`src/rtl/cla_4bit.sv`:
```
// -----------------------------------------------------------------------------
// cla_4bit
//   Registered 4-bit carry-look-ahead adder slice: {Cout, S} = A + B + Cin.
//   Also produces the group generate/propagate pair (Gout, Pout), so several
//   slices can feed a second-level look-ahead unit for wider adders.
//
//   Carries are flattened sum-of-products terms built from the bit
//   generate/propagate signals. No carry ripples from one bit to the next.
//
//   Optional build macro: CLA_INPUT_REG_EN
//     defined   : A, B and Cin are captured in input flops first. Latency is
//                 2 clocks.
//     undefined : A, B and Cin drive the look-ahead logic directly. Latency is
//                 1 clock.
//   The port list, reset values and arithmetic are the same in both builds.
// -----------------------------------------------------------------------------
module cla_4bit (
    input  logic       clk,
    input  logic       rst,
    input  logic [3:0] A,
    input  logic [3:0] B,
    input  logic       Cin,
    output logic [3:0] S,
    output logic       Cout,
    output logic       Gout,
    output logic       Pout
);

    // Operands as seen by the look-ahead logic.
    logic [3:0] op_a;
    logic [3:0] op_b;
    logic       op_cin;

`ifdef CLA_INPUT_REG_EN
    // Input stage: retime the operands to ease timing into the adder.
    logic [3:0] a_d;
    logic [3:0] a_q;
    logic [3:0] b_d;
    logic [3:0] b_q;
    logic       cin_d;
    logic       cin_q;

    // Next-state of the input flops: a plain capture on every edge.
    always_comb begin
        a_d   = A;
        b_d   = B;
        cin_d = Cin;
    end

    // Input flops. They clear with reset so that no X enters the adder.
    always_ff @(posedge clk or posedge rst) begin
        if (rst) begin
            a_q   <= 4'b0000;
            b_q   <= 4'b0000;
            cin_q <= 1'b0;
        end else begin
            a_q   <= a_d;
            b_q   <= b_d;
            cin_q <= cin_d;
        end
    end

    assign op_a   = a_q;
    assign op_b   = b_q;
    assign op_cin = cin_q;
`else
    assign op_a   = A;
    assign op_b   = B;
    assign op_cin = Cin;
`endif

    // Bit-level generate and propagate. Propagate is XOR, so it can be
    // reused directly to form the sum bits.
    logic [3:0] g;
    logic [3:0] p;

    // Per-bit generate/propagate.
    always_comb begin
        g = 4'b0000;
        p = 4'b0000;
        for (int i = 0; i < 4; i++) begin
            g[i] = op_a[i] & op_b[i];
            p[i] = op_a[i] ^ op_b[i];
        end
    end

    // Internal carries. c[0] is the carry in and c[4] is the carry out.
    logic [4:0] c;
    logic       grp_g;
    logic       grp_p;

    // Group terms. Gout does not depend on Cin, so a second-level unit
    // can combine slices without waiting on carries.
    always_comb begin
        grp_g = g[3]
              | (p[3] & g[2])
              | (p[3] & p[2] & g[1])
              | (p[3] & p[2] & p[1] & g[0]);
        grp_p = p[3] & p[2] & p[1] & p[0];
    end

    // Two-level look-ahead carries. Each carry is one flat OR of AND terms.
    always_comb begin
        c    = 5'b00000;
        c[0] = op_cin;
        c[1] = g[0]
             | (p[0] & op_cin);
        c[2] = g[1]
             | (p[1] & g[0])
             | (p[1] & p[0] & op_cin);
        c[3] = g[2]
             | (p[2] & g[1])
             | (p[2] & p[1] & g[0])
             | (p[2] & p[1] & p[0] & op_cin);
        c[4] = grp_g
             | (grp_p & op_cin);
    end

    // Output register next-state: sum bits, carry out and group pair.
    logic [3:0] s_d;
    logic [3:0] s_q;
    logic       cout_d;
    logic       cout_q;
    logic       gout_d;
    logic       gout_q;
    logic       pout_d;
    logic       pout_q;

    // Sum and flag next-state from the look-ahead network.
    always_comb begin
        s_d    = p ^ c[3:0];
        cout_d = c[4];
        gout_d = grp_g;
        pout_d = grp_p;
    end

    // Output register. It loads every edge. Reset clears it at once and
    // takes priority over the load.
    always_ff @(posedge clk or posedge rst) begin
        if (rst) begin
            s_q    <= 4'b0000;
            cout_q <= 1'b0;
            gout_q <= 1'b0;
            pout_q <= 1'b0;
        end else begin
            s_q    <= s_d;
            cout_q <= cout_d;
            gout_q <= gout_d;
            pout_q <= pout_d;
        end
    end

    assign S    = s_q;
    assign Cout = cout_q;
    assign Gout = gout_q;
    assign Pout = pout_q;

endmodule

```
`config.mk`:
```
export PLATFORM = sky130hd
export DESIGN_NAME = cla_4bit
export DESIGN_NICKNAME = d
export VERILOG_FILES = /design/src/rtl/cla_4bit.sv
export SDC_FILE = /design/constraint.sdc
export NUM_CORES = 1
export LEC_CHECK = 0
export CAP_MARGIN = 20
export CORE_AREA = 2 2 39 41
export DETAILED_ROUTE_END_ITERATION = 6
export DIE_AREA = 0 0 41 43
export MAX_ROUTING_LAYER = met4
export PLACE_DENSITY_LB_ADDON = 0.2
export SKIP_LAST_GASP = 1
export SLEW_MARGIN = 20
export SYNTH_ARGS = -nofsm -noshare
export SYNTH_HDL_FRONTEND = slang
export SYNTH_SLANG_ARGS = --single-unit
```
`constraint.sdc`:
```
create_clock -name clk -period 0.8 [get_ports clk]
set_input_delay 0.24 -clock clk [delete_from_list [all_inputs] [get_ports clk]]
set_output_delay 0.24 -clock clk [all_outputs]
set_load 0.03 [all_outputs]
```
======== After elaboration in Yosys (flattened, before gate mapping) ========
Index checks and enable logic that the tools add are counted.
operators by class
  add/sub/neg operators ................... 0
  multiply operators ...................... 0
  divide/modulo/power cells ............... 0
  order comparisons ....................... 0
  equality and inequality tests ........... 0
  shift operators ......................... 0
  mux-type cells .......................... 0
  bitwise logic cells ..................... 35
  reduce and logical (&&, ||, !) cells .... 0
operator list
  cell               number
  bitwise AND 1 bit  20
  bitwise OR 1 bit   10
  XOR 1 bit          4
  XOR 4 bit          1
storage, ports and cells
  register bits after elaboration ......... 7
  latch bits .............................. 0
  bits in writable memories ............... 0
  memory bits (read-only) ................. 0
  bits of input ports ..................... 11
  output and inout port bits .............. 7
  word-level logic and storage cells ...... 39
  memories kept ........................... 0

======== Logic depth before layout (Yosys ltp) ========
  depth after elaboration ................. 6
  depth in mapped cells ................... 4
  mapped depth without buffers ............ 4

======== Worst setup path before layout ========
Ideal clock, no wire load.
  path kind ............................... input to register
  start point ............................. input A[2]
  end point ............................... register cout_q (netlist: Cout)
  library setup time ...................... 118 ps
  arrival ................................. 1023 ps
  slack ................................... -341 ps
  stages on the path ...................... 4
  path through ............................ ha_1 > a21oi_2 > nand3_2 > a21o_1
on the way
  longest elaborated chain between the ends .. 6
  elaborated cells between the ends (all ways) .. 13
  classes of those cells .................. 13 x bitwise
RTL lines
  what                                                          line     RTL
  start, declared                                               20       input logic [3:0] A,
  bitwise AND 1 bit / XOR 1 bit (equally long branches)         82, 83
  bitwise AND 1 bit (on tied branches)                          -
  bitwise OR 1 bit, or another cell as far along                96       | (p[3] & g[2])
  bitwise OR 1 bit, or another cell as far along                97       | (p[3] & p[2] & g[1])
  bitwise OR 1 bit / bitwise AND 1 bit (equally long branches)  98, 116
  bitwise OR 1 bit (*)                                          116      | (grp_p & op_cin);
  net cout_d                                                    122      logic cout_d;
  end signal, assigned                                          147      cout_q <= cout_d;
  end, declared                                                 123      logic cout_q;
Mark *: on every way through the listed nets, which the timed path passes. The rest lies on a longest branch.

======== Worst setup path in the final report ========
  start point ............................. register s_q[2] (netlist: S[2])
  end point ............................... output S[2]
RTL lines
  what                    line  RTL
  start, declared         121   logic [3:0] s_q;
  start signal, assigned  141   s_q <= 4'b0000;
  start signal, assigned  146   s_q <= s_d;
  end, declared           23    output logic [3:0] S,
No word-level cell between the ends.

==> reports/qor.yml <==
worstMarginPinSlew_ps: 240
core_um2: 1380
wl_per_cell_um: 10.7
ant_nets: 0
synth_cell_type_count: 14
viasPerCell: 4.28
seq_area_frac_synth_pct: 48.4
post-dp-hpwl_um: 669
synth_cells: 30
final_area_um2: 712
start_util_pct: 26.1
grtUsageTotal_pct: 11.7
grt-ovfl-total: 0
max-cap-violations: 0
cts_sinks: 7
finalHoldViolations: 0
netSwitchingFraction_pct: 30.9
clock_power_share_pct: 24.6
yosysTopAreaCell: "dfrtp_1"
syn_area_um2: 362
die_x_um: 41
yosys.area_share.adder_pct: 19.4
crit_type: "flop to primary output"
dieHeight_um: 43
post-route-period-util_pct: 125
synth_top_area_share_pct: 48.4
ctsLongestPathBuffers: 2
crit_chain: "buf_6"
share_seq_of_total_power_pct: 34.3
required_ps: 560
critical-path-top-delay-family: "flip-flops"
root_buffer: "clkbuf_4"
timing.hold.ws_ps: 218
drt-total-wl_um: 767
ys_top_cells_by_area: "dfrtp_1 48%, ha_1 14%, a21o_1 6.2%"
slowest_stage: "dfrtp_1"
placed_cell_area_um2: 628
grt_max_degree: 8
critPathLaunch: "S[2]"
synth_top_family_by_area: "adder cells"
fin_nets: 73
first_iter_violations: 0
p_leak_nw: 0.344
crit_cells: 1
antenna_found_initial: 0
grt_pass1_wl_um: 1320
setup_viol: 10
syn-num-nets: 46
cts_tree: "yes"
pin_count: 18
use_met1_pct: 9.84
synth_seq_cells: 7
synth_xor_area_share_pct: 7.27
path_clk_slew_ps: 50
grt_pass1_vias: 339
ctsHoldBuffers: 0
layout-drive-gt1-share_pct: 62.5
period_minus_slack_ps: 1000
end_kind: "primary output"
outcome: "finished with violations"
io_buffers: 17
setup_ws_ps: -202
rsz0062_at_grt: "true"
slew_headroom_pct: 84.0
worstPathArrival_ps: 760
final_max_slew_viol_count: 0
diodes: 0
p_sw_w: 0.000390
crit_end: "S[2]"
h-tree-depth: 1
ir_drop_uv: 541
final_cell_mix: "13 x buf_6, 7 x dfrtp_1, 4 x ha_4"
final_common_cell: "buf_6"
crit_buf_inv: 1
fin_setup_tns_ps: -1450
slowest_delay_ps: 380
drt-pass1-iter-count: 1
power.internal_w: 0.000870
failed_checks: "negative setup slack"
cts-buffers-inserted: 3
fmax_ghz: 0.998
yosysWarnings: 0
synthSimpleGateAreaFrac_pct: 9.69
rows: 14
drc_errors: 0
cp_max_fo: 1
syn2layout_area_growth_pct: 96.9
place.gp.congestion: 0.780
vias: 308
grt_use_met3_pct: 1.57
use_met2_pct: 20.3
synth_compound_area_share_pct: 10.0
grt_busiest_layer: "met2"
comb_power_share_pct: 41.1
power_density_nw_per_um2: 1770
synth_area_per_cell_um2: 12.1
dieArea_um2: 1760
synth_mux_area_share_pct: 0
startpoint_type: "flop"
hold_path.class: "input port to async pin"
## repair_timing
action,CTS,global route
endpoints found under the setup margin,14,14
hold endpoints to repair,0,0
pin swaps,11,10
buffers inserted,1,0
resized for setup,46,9
## sequential cells by signal (all words and copies together), names as in the netlist
signal  count
Cout        1
Pout        1
Gout        1
S           4
## how the worst min path moves through the flow
stage	depth (start not counted)	from	slack, ps	endpoint
after floorplan	1	rst	40	Cout
after global placement	2	rst	470	S[2]
after detailed placement	2	rst	480	Pout
after CTS	2	rst	220	Pout
after global routing	2	rst	240	Cout
final	2	rst	220	Cout
## per-layer routing
| metal | part of all wire, % | up-vias |
|---|---|---|
| li1 | - | 152 |
| met1 | 32 | 139 |
| met2 | 57 | 15 |
| met3 | 8.9 | 2 |
| met4 | 2.1 | 0 |
| met5 | 0 | - |
## cell type report
cell class / count / area (um^2)
Fill cell: 118 / 672
Inverter: 5 / 26.3
Clock buffer: 4 / 26.3
Timing Repair Buffer: 22 / 226
Tap cell: 16 / 20.0
Sequential cell: 7 / 175
Multi-Input combinational cell: 18 / 238
## synthesized netlist by cell type
library cell / number
a21o_1: 3
a21oi_1: 1
a21oi_2: 1
and4_2: 1
dfrtp_1: 7
fa_1: 1
ha_1: 4
inv_1: 5
nand2_1: 1
nand3_1: 1
nand3_2: 1
nand4_1: 1
xnor2_1: 2
xor2_1: 1
## cell families after synthesis
group,Yosys count
fa+ha+maj,5
xor+xnor,3
compound gates,5
buf+inv,5
flops,7
simple gates,5
## through the flow
step,util [%],worst slack [ps],std cells,power (W)
2_1_floorplan,-,-172,30,0.000681
3_3_place_gp,45.4,-749,67,0.000868
3_5_place_dp,45.4,-759,67,0.000883
4_1_cts,49.7,-216,72,0.00126
5_1_grt,51.4,-220,72,0.00133
6_report,51.4,-202,72,0.00126
## power groups by stage
stage	Clock, W	Sequential [W]	Combinational [W]
global route	0.000335	0.000436	0.000562
finish	0.000311	0.000432	0.000518
global placement	0	0.000425	0.000443
CTS	0.000326	0.000433	0.000499
detailed placement	0	0.000429	0.000454
floorplan	0	0.000538	0.000143
(Power assumes the default switching activity.)
